## src/rtl/id_ex_register.sv

```systemverilog
// ID/EX pipeline register with load-use hazard detection.
// Captures decoded operands, register specifiers and control bundles from ID.
// A load in EX whose destination matches a source register of the instruction
// in ID raises stall and turns the next capture into a bubble. Flush (taken
// branch) always produces a bubble. stallCount records load-use bubbles and
// saturates instead of wrapping.
module id_ex_register (
    input  logic        clock,
    input  logic        reset,

    input  logic [31:0] readData1,
    input  logic [31:0] readData2,
    input  logic [31:0] immediate,
    input  logic [31:0] pcPlus4,
    input  logic [4:0]  rs,
    input  logic [4:0]  rt,
    input  logic [4:0]  rd,
    input  logic [1:0]  wbControlInput,   // {regWrite, memToReg}
    input  logic [2:0]  memControlInput,  // {branch, memRead, memWrite}
    input  logic [3:0]  exControlInput,   // {regDst, aluOp[1:0], aluSrc}
    input  logic        flush,

    output logic [31:0] readData1Out,
    output logic [31:0] readData2Out,
    output logic [31:0] immediateOut,
    output logic [31:0] pcPlus4Out,
    output logic [4:0]  rsOut,
    output logic [4:0]  rtOut,
    output logic [4:0]  rdOut,
    output logic [4:0]  writeRegOut,
    output logic [1:0]  wbControlOutput,
    output logic [2:0]  memControlOutput,
    output logic [3:0]  exControlOutput,

    output logic        stall,
    output logic [15:0] stallCount
);

    localparam logic [15:0] StallCountMax = 16'hFFFF;

    logic loadInEx;
    logic bubble;
    logic countStall;

    // Hazard detection: a load in EX writing a non-zero register read by ID.
    always_comb begin
        // NOTE: every always_comb output gets a default first so no path leaves it unassigned (no latch).
        loadInEx   = 1'b0;
        stall      = 1'b0;
        bubble     = 1'b0;
        countStall = 1'b0;

        loadInEx = memControlOutput[1] && (rtOut != 5'd0);
        stall    = loadInEx && ((rtOut == rs) || (rtOut == rt));

        // Flush wins over stall: it bubbles but is not a load-use bubble.
        bubble     = flush || stall;
        countStall = stall && !flush;
    end

    // Pipeline register: data always advances, controls are zeroed on a bubble.
    // NOTE: asynchronous active-low reset in the sensitivity list; state is updated with non-blocking assignments only.
    always_ff @(posedge clock or negedge reset) begin
        if (!reset) begin
            readData1Out     <= '0;
            readData2Out     <= '0;
            immediateOut     <= '0;
            pcPlus4Out       <= '0;
            rsOut            <= '0;
            rtOut            <= '0;
            rdOut            <= '0;
            writeRegOut      <= '0;
            wbControlOutput  <= '0;
            memControlOutput <= '0;
            exControlOutput  <= '0;
        end else begin
            readData1Out <= readData1;
            readData2Out <= readData2;
            immediateOut <= immediate;
            pcPlus4Out   <= pcPlus4;
            rsOut        <= rs;
            rtOut        <= rt;
            rdOut        <= rd;
            // regDst selects the R-type destination, otherwise the I-type rt.
            writeRegOut  <= exControlInput[3] ? rd : rt;

            if (bubble) begin
                wbControlOutput  <= '0;
                memControlOutput <= '0;
                exControlOutput  <= '0;
            end else begin
                wbControlOutput  <= wbControlInput;
                memControlOutput <= memControlInput;
                exControlOutput  <= exControlInput;
            end
        end
    end

    // Load-use bubble counter, saturating at all-ones.
    always_ff @(posedge clock or negedge reset) begin
        if (!reset) begin
            stallCount <= '0;
        end else if (countStall && (stallCount != StallCountMax)) begin
            stallCount <= stallCount + 16'd1;
        end
    end

endmodule

```

## config.mk

```make
export PLATFORM = sky130hd
export DESIGN_NAME = id_ex_register
export DESIGN_NICKNAME = d
export VERILOG_FILES = /design/src/rtl/id_ex_register.sv
export SDC_FILE = /design/constraint.sdc
export NUM_CORES = 1
export LEC_CHECK = 0
export ABC_AREA = 0
export BUFFER_PORTS_ARGS = -buffer_cell sky130_fd_sc_hd__buf_2
export CORE_AREA = 2 2 126 128
export DETAILED_ROUTE_END_ITERATION = 10
export DIE_AREA = 0 0 128 130
export GPL_TIMING_DRIVEN = 0
export PLACE_DENSITY = 0.69
export SYNTH_ARGS = -nofsm -noshare
export SYNTH_HDL_FRONTEND = slang
export SYNTH_SLANG_ARGS = --single-unit
```

## constraint.sdc

```tcl
create_clock -name clock -period 4.9 [get_ports clock]
set_clock_uncertainty 0.15 [all_clocks]
set_input_delay 0.245 -clock clock [delete_from_list [all_inputs] [get_ports clock]]
set_output_delay 0.245 -clock clock [all_outputs]
set_load 0.05 [all_outputs]
```

After elaboration in Yosys (flattened, before gate mapping) --
Cells that the tools add are included.
Word-level totals: input port bits 155, ROM bits 0, latch bits 0, logic and storage cells 28, register bits 173, memories kept 0, output and inout port bits 174, RAM bits 0
Cells by class: add/subtract/negate cells 1, multiply operators 0, div/mod/pow operators 0, bitwise operators 0, shift-type cells 0, reductions and logical operators 8, equal/unequal tests 3, magnitude comparators 0, multiplexer cells 4
Operators with widths (number):
- 16-bit by 1-bit adder with 16-bit output, second input constant | 1
- 16-bit inequality test, second input constant | 1
- 5-bit == test | 2
- 5-bit two-way mux | 1
- 5-bit nonzero test | 1
- 1-bit logical AND | 4
- 4-bit two-way mux | 1
- 3-bit two-way mux | 1
- 1-bit logical OR | 2
- 2-bit two-way mux | 1
- 1-bit zero test | 1

Depth between registers and ports, before layout --
depth after elaboration 5, mapped depth 6, gate-level depth less buffers 5

Least setup slack after synthesis --
No wires, ideal clock.
path kind reg-to-output, start point register rtOut[0], end point output stall, path buffers 1, setup slack 2.444 ns, data required time 4.505 ns, stages on the path, launching flop included 6, data arrival time 2.061 ns, cell sequence dfrtp_1 > xnor2_1 > nand3_1 > o22ai_1 > buf_2 > and2_1
Between the ends: longest elaborated chain between the ends 3, elaborated cells between the ends (all ways) 6, those cells by class eq/ne (2); reduce/logical (4)
Ends and longest elaborated chain:
- start: declaration | line 28 | output logic [4:0] rtOut,
- start signal: assignment | line 82 | rtOut <= rt;
- 5-bit == test or 5-bit nonzero test (tied branches) | line 54, 53
- 1-bit logical OR or 1-bit logical AND (tied branches) | line 54, 53
- 1-bit logical AND (*) | line 54 | stall = loadInEx && ((rtOut == rs) || (rtOut == rt));
- end: declaration | line 35 | output logic stall,
Mark *: on every way between the ends. The rest lies on a longest branch, timed or not.

Worst setup path in the final report --
start point input rt[2], end point output stall
Between the ends: longest elaborated chain between the ends 3
Ends and longest elaborated chain:
- start: declaration | line 16 | input logic [4:0] rt,
- 5-bit == test | line 54
- 1-bit logical OR | line 54
- 1-bit logical AND | line 54
Every way passes these cells.

==> impl_metrics.json <==
{
  "status": "finished, final reports clean",
  "finalPower_w": 0.00350,
  "finalNetCount": 928,
  "dp_hpwl_mm": 10.2,
  "cp_cell_sequence": "dlygate4sd3_1 > buf_2 > xnor2_1 > nand3_1 > o22ai_1 > buf_2 > and2_1 > buf_2",
  "start_util_pct": 32.8,
  "vias": 4235,
  "cts_sinks": 173,
  "path_class": "primary input to output port",
  "synthMuxAreaShare_pct": 1.86,
  "fin_area_um2": 9110,
  "most-common-layout-cells": "buf_2, dfrtp_1, dlygate4sd3_1, xnor2_1, clkbuf_16",
  "cp_data_required_time_ns": 4.51,
  "maxSlewHeadroom_pct": 48.4,
  "cp-end-kind": "output port",
  "grt_pass1_vias": 4584,
  "die_area_um2": 16600,
  "ys_seq_area_share_pct": 85.6,
  "rsz0062_at_grt": "no",
  "syn_avg_cell_area_um2": 18.7,
  "slew_viol_final": 0,
  "synth-compound-area-share_pct": 1.58,
  "die_w_um": 128,
  "synth_simple_gate_area_share_pct": 6.58,
  "ys_types": 34,
  "grt-ovfl-total": 0,
  "grt_use_total_pct": 19.3,
  "p_leak_nw": 4.56,
  "drtAntennaViolNets": 0,
  "arrival_ns": 2.56,
  "setup_viol": 0,
  "crit_top_cell": "buf_2",
  "synth_top_area_cell": "dfrtp_1",
  "period_minus_slack_ns": 2.96,
  "cts-root-buf": "clkbuf_16",
  "fp-row-count": 46,
  "worstPathMaxFanout": 10,
  "synth_edf_count": 0,
  "fill_cells": 1158,
  "syn_nets": 427,
  "core_area_um2": 15400,
  "slowest_stage": "o22ai_1",
  "yosys.area_share.adder_pct": 0.247,
  "synthXorXnorAreaFrac_pct": 3.81,
  "synth_area_um2": 5060,
  "final-hold-violation-count": 0,
  "layout_worst_path_cycle_share_pct": 60.3,
  "cts_resized": 0,
  "synth_seq_cells": 173,
  "clk_latency_ns": 0.42,
  "portBuffers": 328,
  "grt_pass1_wl_mm": 24.0,
  "yosysTopAreaCellShare_pct": 85.6,
  "die-height_um": 130,
  "peakVddDrop_mv": 0.241,
  "drt_iter0_markers": 195,
  "wl_mm": 16.1,
  "drc": 0,
  "antenna_cells": 0,
  "hold_class": "primary input to flip-flop",
  "gp_congestion": 0.784,
  "synthFlopType": "dfrtp_1",
  "final_common_cell": "buf_2",
  "post_drt_via_cell_ratio": 4.33,
  "yosys-top-cells-area": "dfrtp_1, xnor2_1, mux2_2, and2_1, nand3_1",
  "ios": 329,
  "critPathLaunchType": "primary input",
  "critical-path-max-stage-delay_ns": 0.62,
  "power.density_nw_per_um2": 384,
  "htree_levels": 4,
  "antenna_found_initial": 0,
  "cts_buffers": 17,
  "fmax_mhz": 338,
  "postSynthCellCount": 271,
  "cts_buffer_depth": 2,
  "synth_warnings": 0,
  "fin_tns_setup_ns": 0,
  "syn2layout_area_growth_pct": 80.2,
  "cap_violations": 0,
  "fin_util_pct": 59.1,
  "drive_above_1_share_pct": 47.6,
  "drt_first_pass_iters": 4,
  "place_area_um2": 6970,
  "synth_top_family_by_area": "simple AND/OR/NAND/NOR gates",
  "clk_pin_slew_worst_paths_ns": 0.06,
  "worst_pin_slew_ns": 0.774,
  "grt_max_degree": 94,
  "cts_tree": "built",
  "wl_per_cell_um": 16.4,
  "synthArstFlopShare_pct": 100
}
[stage by stage]
step                      hold slack [ns]  setup WS (ns)  cells
after CTS                           0.130           1.94    977
after detailed placement            0.185           2.42    792
after global placement              0.204           1.08    791
after floorplan                    -0.201           2.44    271
after global routing                0.142           1.75    977
final                               0.153           1.94    977
[Yosys cell counts, drive strengths merged (2+ instances only)]
cell type and number:
nand3 11, nor3b 3, xnor2 18, nor3 3, nand4 4, inv 2
nand2 9, nor2 2, and3 2, a21oi 2, mux2 8, xor2 4
dfrtp 173, a31oi 2, nor4 2, nor4b 3, and2 10
[state kept, by name (all words and copies together) (netlist names)]
register and count:
exControlOutput 4, immediateOut 32, memControlOutput 3, pcPlus4Out 32, rdOut 5, readData1Out 32, readData2Out 32, rsOut 5
rtOut 5, stallCount 16, wbControlOutput 2, writeRegOut 5
[logic make-up (layout without fill, tap and decap cells)]
| kind of cell | Yosys count | after routing |
|---|---|---|
| and+or+nand+nor | 55 | 55 |
| xor gates and xnor gates | 22 | 22 |
| muxes | 8 | 8 |
| DFF | 173 | 173 |
| AOI/OAI and AO/OA | 8 | 8 |
| buffers and inverters | 4 | 518 |
| adders and majority gates | 1 | 1 |
[per-layer routing]
metal	routed length, um	global-route usage [%]	vias to the layer above
met3	1090	6.23	41
li1	-	-	1901
met1	5900	21.4	2081
met4	463	9.37	0
met2	8600	33.8	212
met5	0	0	-
[critical path: cells and delay by family]
kind	cells	cell delay (ns)
XOR/XNOR	1	0.15
AO/OA/AOI/OAI	1	0.62
AND/OR/NAND/NOR	2	0.24
buffers and inverters	4	1.29
[power breakdown]
group	internal [W]	switching (W)
clock network	0.000816	0.000571
registers	0.00150	0.0000303
logic	0.000195	0.000390
[layout make-up]
| type | instances | area [um2] | area share [%] |
|---|---|---|---|
| Buffer | 2 | 8.76 | 0.0961 |
| Timing Repair Buffer | 482 | 3210 | 35.2 |
| Clock buffer | 19 | 433 | 4.75 |
| Sequential cell | 173 | 4330 | 47.5 |
| Clock inverter | 13 | 176 | 1.94 |
| Multi-Input combinational cell | 94 | 712 | 7.81 |
| Tap cell | 192 | 240 | 2.64 |
| Inverter | 2 | 7.51 | 0.0824 |
[final timing paths]
check,from,endpoint,slack (ns),depth (start not counted)
hold reg to reg,stallCount[5],stallCount[5],0.34,1
hold / removal,flush,stallCount[0],0.15,3
min in group asynchronous,reset,pcPlus4Out[28],0.30,2
setup / recovery,rt[2],stall,1.94,8
setup reg to reg,rtOut[0],stallCount[1],2.64,5
max in group asynchronous,reset,exControlOutput[2],3.39,3
[timing repair]
item                                    in CTS  in global routing
endpoints found under the setup margin       0                  0
hold buffers                               153                  0
setup buffers                                0                  0
hold endpoints to repair                   237                  0
Note: power is estimated with default switching activity, not from simulation.
